## config.mk

```make
export PLATFORM = sky130hd
export DESIGN_NAME = if_pc_btb
export DESIGN_NICKNAME = d
export VERILOG_FILES = /design/src/rtl/if_pc_btb.sv
export SDC_FILE = /design/constraint.sdc
export NUM_CORES = 1
export LEC_CHECK = 0
export ABC_CLOCK_PERIOD_IN_PS = 8189
export CAP_MARGIN = 15
export CORE_MARGIN = 2
export CORE_UTILIZATION = 50
export CTS_BUF_LIST = sky130_fd_sc_hd__clkbuf_2
export DETAILED_ROUTE_END_ITERATION = 7
export PLACE_DENSITY = 0.69
export SLEW_MARGIN = 5
export SYNTH_ARGS = -nofsm -noshare
export SYNTH_HDL_FRONTEND = slang
export SYNTH_SLANG_ARGS = --single-unit
```

## constraint.sdc

```tcl
create_clock -name clk -period 8.19 [get_ports clk]
set_input_delay 0.819 -clock clk [delete_from_list [all_inputs] [get_ports clk]]
set_output_delay 0.819 -clock clk [all_outputs]
set_load 0.05 [all_outputs]
```

## src/rtl/if_pc_btb.sv

```systemverilog
// if_pc_btb: instruction-fetch PC generator with a direct-mapped branch
// target buffer (BTB).
// Each entry holds a valid bit, a tag, a target and a 2-bit saturating
// direction counter. The lookup for the current pc is combinational. Training
// from EX becomes visible in the cycle after the update edge.
// Optional feature macro: IF_BTB_STATS_EN adds three 32-bit wrapping counters
// (lookups, hits, flushes). Without the macro the stat ports are tied to 0.
module if_pc_btb #(
    parameter int              XLEN        = 32,
    parameter int              BTB_ENTRIES = 16,
    parameter logic [XLEN-1:0] RESET_PC    = '0
) (
    input  logic            clk,
    input  logic            rst,
    input  logic            stall,
    input  logic            flush,
    input  logic [XLEN-1:0] flush_pc,
    input  logic            upd_valid,
    input  logic [XLEN-1:0] upd_pc,
    input  logic            upd_taken,
    input  logic [XLEN-1:0] upd_target,
    output logic [XLEN-1:0] pc,
    output logic            pred_taken,
    output logic [XLEN-1:0] pred_target,
    output logic [31:0]     stat_lookups,
    output logic [31:0]     stat_hits,
    output logic [31:0]     stat_flushes
);

    localparam int IDXW = $clog2(BTB_ENTRIES);
    localparam int TAGW = XLEN - IDXW - 2;

    // BTB storage. Only valid and the counters are reset; a stale tag or
    // target is harmless while its valid bit is clear.
    logic            valid_q  [BTB_ENTRIES];
    logic [1:0]      ctr_q    [BTB_ENTRIES];
    logic [TAGW-1:0] tag_q    [BTB_ENTRIES];
    logic [XLEN-1:0] target_q [BTB_ENTRIES];

    logic [XLEN-1:0] pc_q;
    logic [XLEN-1:0] pc_d;

    // Lookup side, addressed by the current fetch pc. pc[1:0] is ignored.
    logic [IDXW-1:0] lk_idx;
    logic [TAGW-1:0] lk_tag;
    logic            lk_hit;

    // Training side, addressed by the resolved branch pc.
    logic [IDXW-1:0] upd_idx;
    logic [TAGW-1:0] upd_tag;
    logic            upd_hit;

    // The low two bits of the update pc never select anything.
    logic            unused_upd_lsb;
    assign unused_upd_lsb = ^upd_pc[1:0];

    assign lk_idx  = pc_q[IDXW+1:2];
    assign lk_tag  = pc_q[XLEN-1:IDXW+2];
    assign upd_idx = upd_pc[IDXW+1:2];
    assign upd_tag = upd_pc[XLEN-1:IDXW+2];

    // Combinational prediction from the pre-edge BTB contents (no bypass of
    // a same-cycle update).
    always_comb begin
        lk_hit      = valid_q[lk_idx] && (tag_q[lk_idx] == lk_tag);
        pred_taken  = lk_hit && ctr_q[lk_idx][1];
        pred_target = pred_taken ? target_q[lk_idx] : '0;
        upd_hit     = valid_q[upd_idx] && (tag_q[upd_idx] == upd_tag);
    end

    // Next-PC selection: flush, then stall, then prediction, then
    // sequential fetch. The +4 wraps silently at the top of the address space.
    always_comb begin
        pc_d = pc_q + XLEN'(4);
        if (flush) begin
            pc_d = flush_pc;
        end else if (stall) begin
            pc_d = pc_q;
        end else if (pred_taken) begin
            pc_d = pred_target;
        end
    end

    // PC register; reset overrides every other input.
    always_ff @(posedge clk) begin
        if (rst) begin
            pc_q <= RESET_PC;
        end else begin
            pc_q <= pc_d;
        end
    end

    assign pc = pc_q;

    // Per-entry valid bit and direction counter. Training ignores stall and
    // flush, but reset wins over it.
    generate
        for (genvar gi = 0; gi < BTB_ENTRIES; gi++) begin : g_entry
            always_ff @(posedge clk) begin
                if (rst) begin
                    valid_q[gi] <= 1'b0;
                    ctr_q[gi]   <= 2'b01;
                end else if (upd_valid && (upd_idx == IDXW'(gi))) begin
                    if (upd_hit) begin
                        if (upd_taken && (ctr_q[gi] != 2'b11)) begin
                            ctr_q[gi] <= ctr_q[gi] + 2'b01;
                        end else if (!upd_taken && (ctr_q[gi] != 2'b00)) begin
                            ctr_q[gi] <= ctr_q[gi] - 2'b01;
                        end
                    end else if (upd_taken) begin
                        valid_q[gi] <= 1'b1;
                        ctr_q[gi]   <= 2'b10;
                    end
                end
            end
        end
    endgenerate

    // Tag/target array. A taken update always rewrites the target. It also
    // rewrites the tag on a miss, which allocates or replaces the entry.
    always_ff @(posedge clk) begin
        if (!rst && upd_valid && upd_taken) begin
            target_q[upd_idx] <= upd_target;
            if (!upd_hit) begin
                tag_q[upd_idx] <= upd_tag;
            end
        end
    end

`ifdef IF_BTB_STATS_EN
    logic [31:0] lookups_q;
    logic [31:0] hits_q;
    logic [31:0] flushes_q;

    // Usage counters. A lookup is consumed only when the pc advances on the
    // prediction path, meaning the cycle has neither a flush nor a stall.
    always_ff @(posedge clk) begin
        if (rst) begin
            lookups_q <= '0;
            hits_q    <= '0;
            flushes_q <= '0;
        end else begin
            if (!flush && !stall) begin
                lookups_q <= lookups_q + 32'd1;
                if (pred_taken) begin
                    hits_q <= hits_q + 32'd1;
                end
            end
            if (flush) begin
                flushes_q <= flushes_q + 32'd1;
            end
        end
    end

    assign stat_lookups = lookups_q;
    assign stat_hits    = hits_q;
    assign stat_flushes = flushes_q;
`else
    assign stat_lookups = '0;
    assign stat_hits    = '0;
    assign stat_flushes = '0;
`endif

endmodule

```

==> metrics <==
vias in the first global route=28,116; share of post-route cells with drive strength above 1=0.304; kind of critical path=reg2out; register area=between 0.03 and 0.04 sq mm; post-route cell area=0.0513 sq mm; worst clock skew=161 ps; worst-case reg-to-reg path depth=11; largest net degree at the start of global routing=approximately 90; Critical Path RT=about 7400 ps; area delta synth->final=11.3%; via count=around 27,000; pwr dens=197 mW/mm^2; Worst path slowest cell=dfxtp_4; minimum clock period=between 7000 and 8000 ps; DRC Markers=0; routability cong.=roughly 0.87; post-synthesis register bit count=about 1,000; Root Driver=clkbuf_2; Critical Path AT=7000 ps; worst vdd ir=0.000132 V; io pins=~260; Worst Setup End Kind=output port; layout net count=3,052; Multi-input gate area=around 0.015 sq mm; Die X-Extent=308 um; setup tns final=0 ps; worst path bufs/invs=2; Top cell by count, worst path=nor3_1; synthesized area per cell=18.1 sq um; Core Area=just over 0.09 sq mm; HP Class=in2reg; Post-Syn Area=0.0461 sq mm; crit-path cells=buf_4, nand2b_1, o22ai_1, nor3_1, xnor2_1, nand4_1, or4_1, nor3_1, clkdlybuf4s50_1; unrepaired setup endpoints after global routing=no; critical path launch point type=flip-flop; Yosys warning count=0; Post-CTS Resized=0; fin crit share=0.954; htree depth=5; CTS tree=built; die area=around 0.095 sq mm; worst setup margin=between 300 and 400 ps; share of the synthesized area in the top cell type=0.635; clk_lat worst skew=1520 ps; final hold violation count=0; Initial DRC Count=about 3,400; max cap viols=0; Seq/Total Area, Yosys=0.651; fin. max-slew vios=0; row count=111; routed wire length=128,000 um; Vias/cell=around 6.4; Die Height=308 um; cell taking the most area after synthesis=edfxtp_1; Placement Cell Area=0.0489 sq mm; worst-margin pin slew=1140 ps; r2r setup slk=1490 ps; top-count cell post-synth=edfxtp_1; Post-synth EDFFs=approximately 980; ys async rst share=0; Pleak=16.8 nW; overall routing resource usage=0.273; Layout fillers=between 6,000 and 7,000; HP Start=flush_pc[25]; fmax=128 MHz; buffer depth of the longest clock path=4; Detailed Place HPWL=75,200 um; global-route wire length before repair=185,000 um; antenna violations before repair=8; CP max FO=55; CTS Buf Count=275; FF-to-FF End=pc[9]; Antenna Nets Post-Route=0; outcome=complete, no violations; DR WL/cell=30.0 um; prevailing post-synth register cell=edfxtp_1; Area contributors post-synth=edfxtp_1 63%, mux4_2 19%, buf_4 1.8%; GR Overflow Total=0; Min-Delay Endpoint=pc[25]; Placement Setup Slack=around 1900 ps; synth cell count leaders=975 x edfxtp_1, 392 x mux4_2, 109 x buf_4; Port Buffers=164; CP top delay family=simple AND/OR/NAND/NOR gates; Post-CTS Setup Bufs=0; CP max stage delay=between 900 and 1000 ps; clock sinks=1,012; # setup viols final=0; Worst Hold Depth=3; Starting Density=0.504; Synth Instances=approximately 2,500; unique cell type count in the Yosys netlist=between 70 and 80; first drt pass iteration count=8; clock-pin slew on the worst setup and hold paths=90 ps; max_slew headroom=0.233
layer usage:
metal	share of wire	GRT usage
met5	0.00088	0
met4	0.026	0.0977
met3	0.12	0.0803
met2	0.48	0.422
met1	0.38	0.371
kinds of logic (layout without fill, tap and decap cells):
logic type,count (synthesis),in the layout,synth area share
AO/OA/AOI/OAI,221,221,0.0336
XOR/XNOR,62,62,0.0118
adder cells (fa/ha/maj),31,31,0.00841
buffers and inverters,317,763,0.0366
flip-flops,1012,1012,0.651
multiplexers,477,477,0.210
other,1,103,0.0000813
AND/OR/NAND/NOR,422,422,0.0484
registers in the layout, summed over array words and instances, names as in the netlist, named ones only:
name	count
pc	32
tag_q	416
valid_q	16
target_q	512
ctr_q	32
per-stage QoR:
step            util  hold slack, ps  total power, mW  cells
6_report       0.561             123             10.1   4277
5_1_grt        0.561            56.0             10.5   4276
4_1_cts        0.561            4.67             10.2   4270
3_5_place_dp   0.534             493             7.00   3802
3_3_place_gp   0.534             451             6.98   3802
2_1_floorplan      -             441             6.65   2638
what timing repair did:
action	4_1_cts	5_1_grt
setup endpoints to repair	0	0
endpoints found under the hold margin	27	0
hold buffers	26	0
layout make-up:
cell class,count,share of cell area
diodes,7,0.000341
clock buffers,367,0.0358
clock inverters,75,0.00600
inverters,59,0.00431
multi-input cells,1309,0.292
flip-flops and latches,1012,0.585
well taps,1186,0.0289
repair buffers,262,0.0477
report_power, final:
part / leakage [nW] / switching [mW] / internal, mW
registers: 9.07 / 0.0883 / 5.72
clock network: 1.70 / 2.02 / 1.21
logic: 6.08 / 0.649 / 0.449
how the worst max path moves through the flow:
stage / to / startpoint / cells after the start / slack (ps)
after floorplan: tag_q[0][0] / upd_pc[3] / 11 / 2670
after global placement: pred_taken / flip-flop / 12 / 2030
after detailed placement: pred_taken / flip-flop / 12 / 1940
after CTS: pred_taken / flip-flop / 12 / 300
after global routing: pred_taken / flip-flop / 12 / 180
final: pred_target[2] / flip-flop / 9 / 370
worst min-delay path: cells and delay by family:
family | cells | cell delay (ps)
buffers and inverters | 1 | 520
AND/OR/NAND/NOR | 1 | 90
AO/OA/AOI/OAI | 1 | 70
cells in the final DEF (no fill, tap or decap), types with 44 or more instances in the layout:
cell and instances:
conb_1 96, clkinv_1 54, a21oi_1 44, nor3_1 52, clkdlybuf4s50_1 159, mux2i_1 68
nand2_1 83, xnor2_1 50, clkbuf_2 367, o21ai_0 45, edfxtp_1 975, inv_1 54
buf_4 71, nor2_1 67, mux4_2 392
Note: power is estimated with default switching activity, not from simulation.
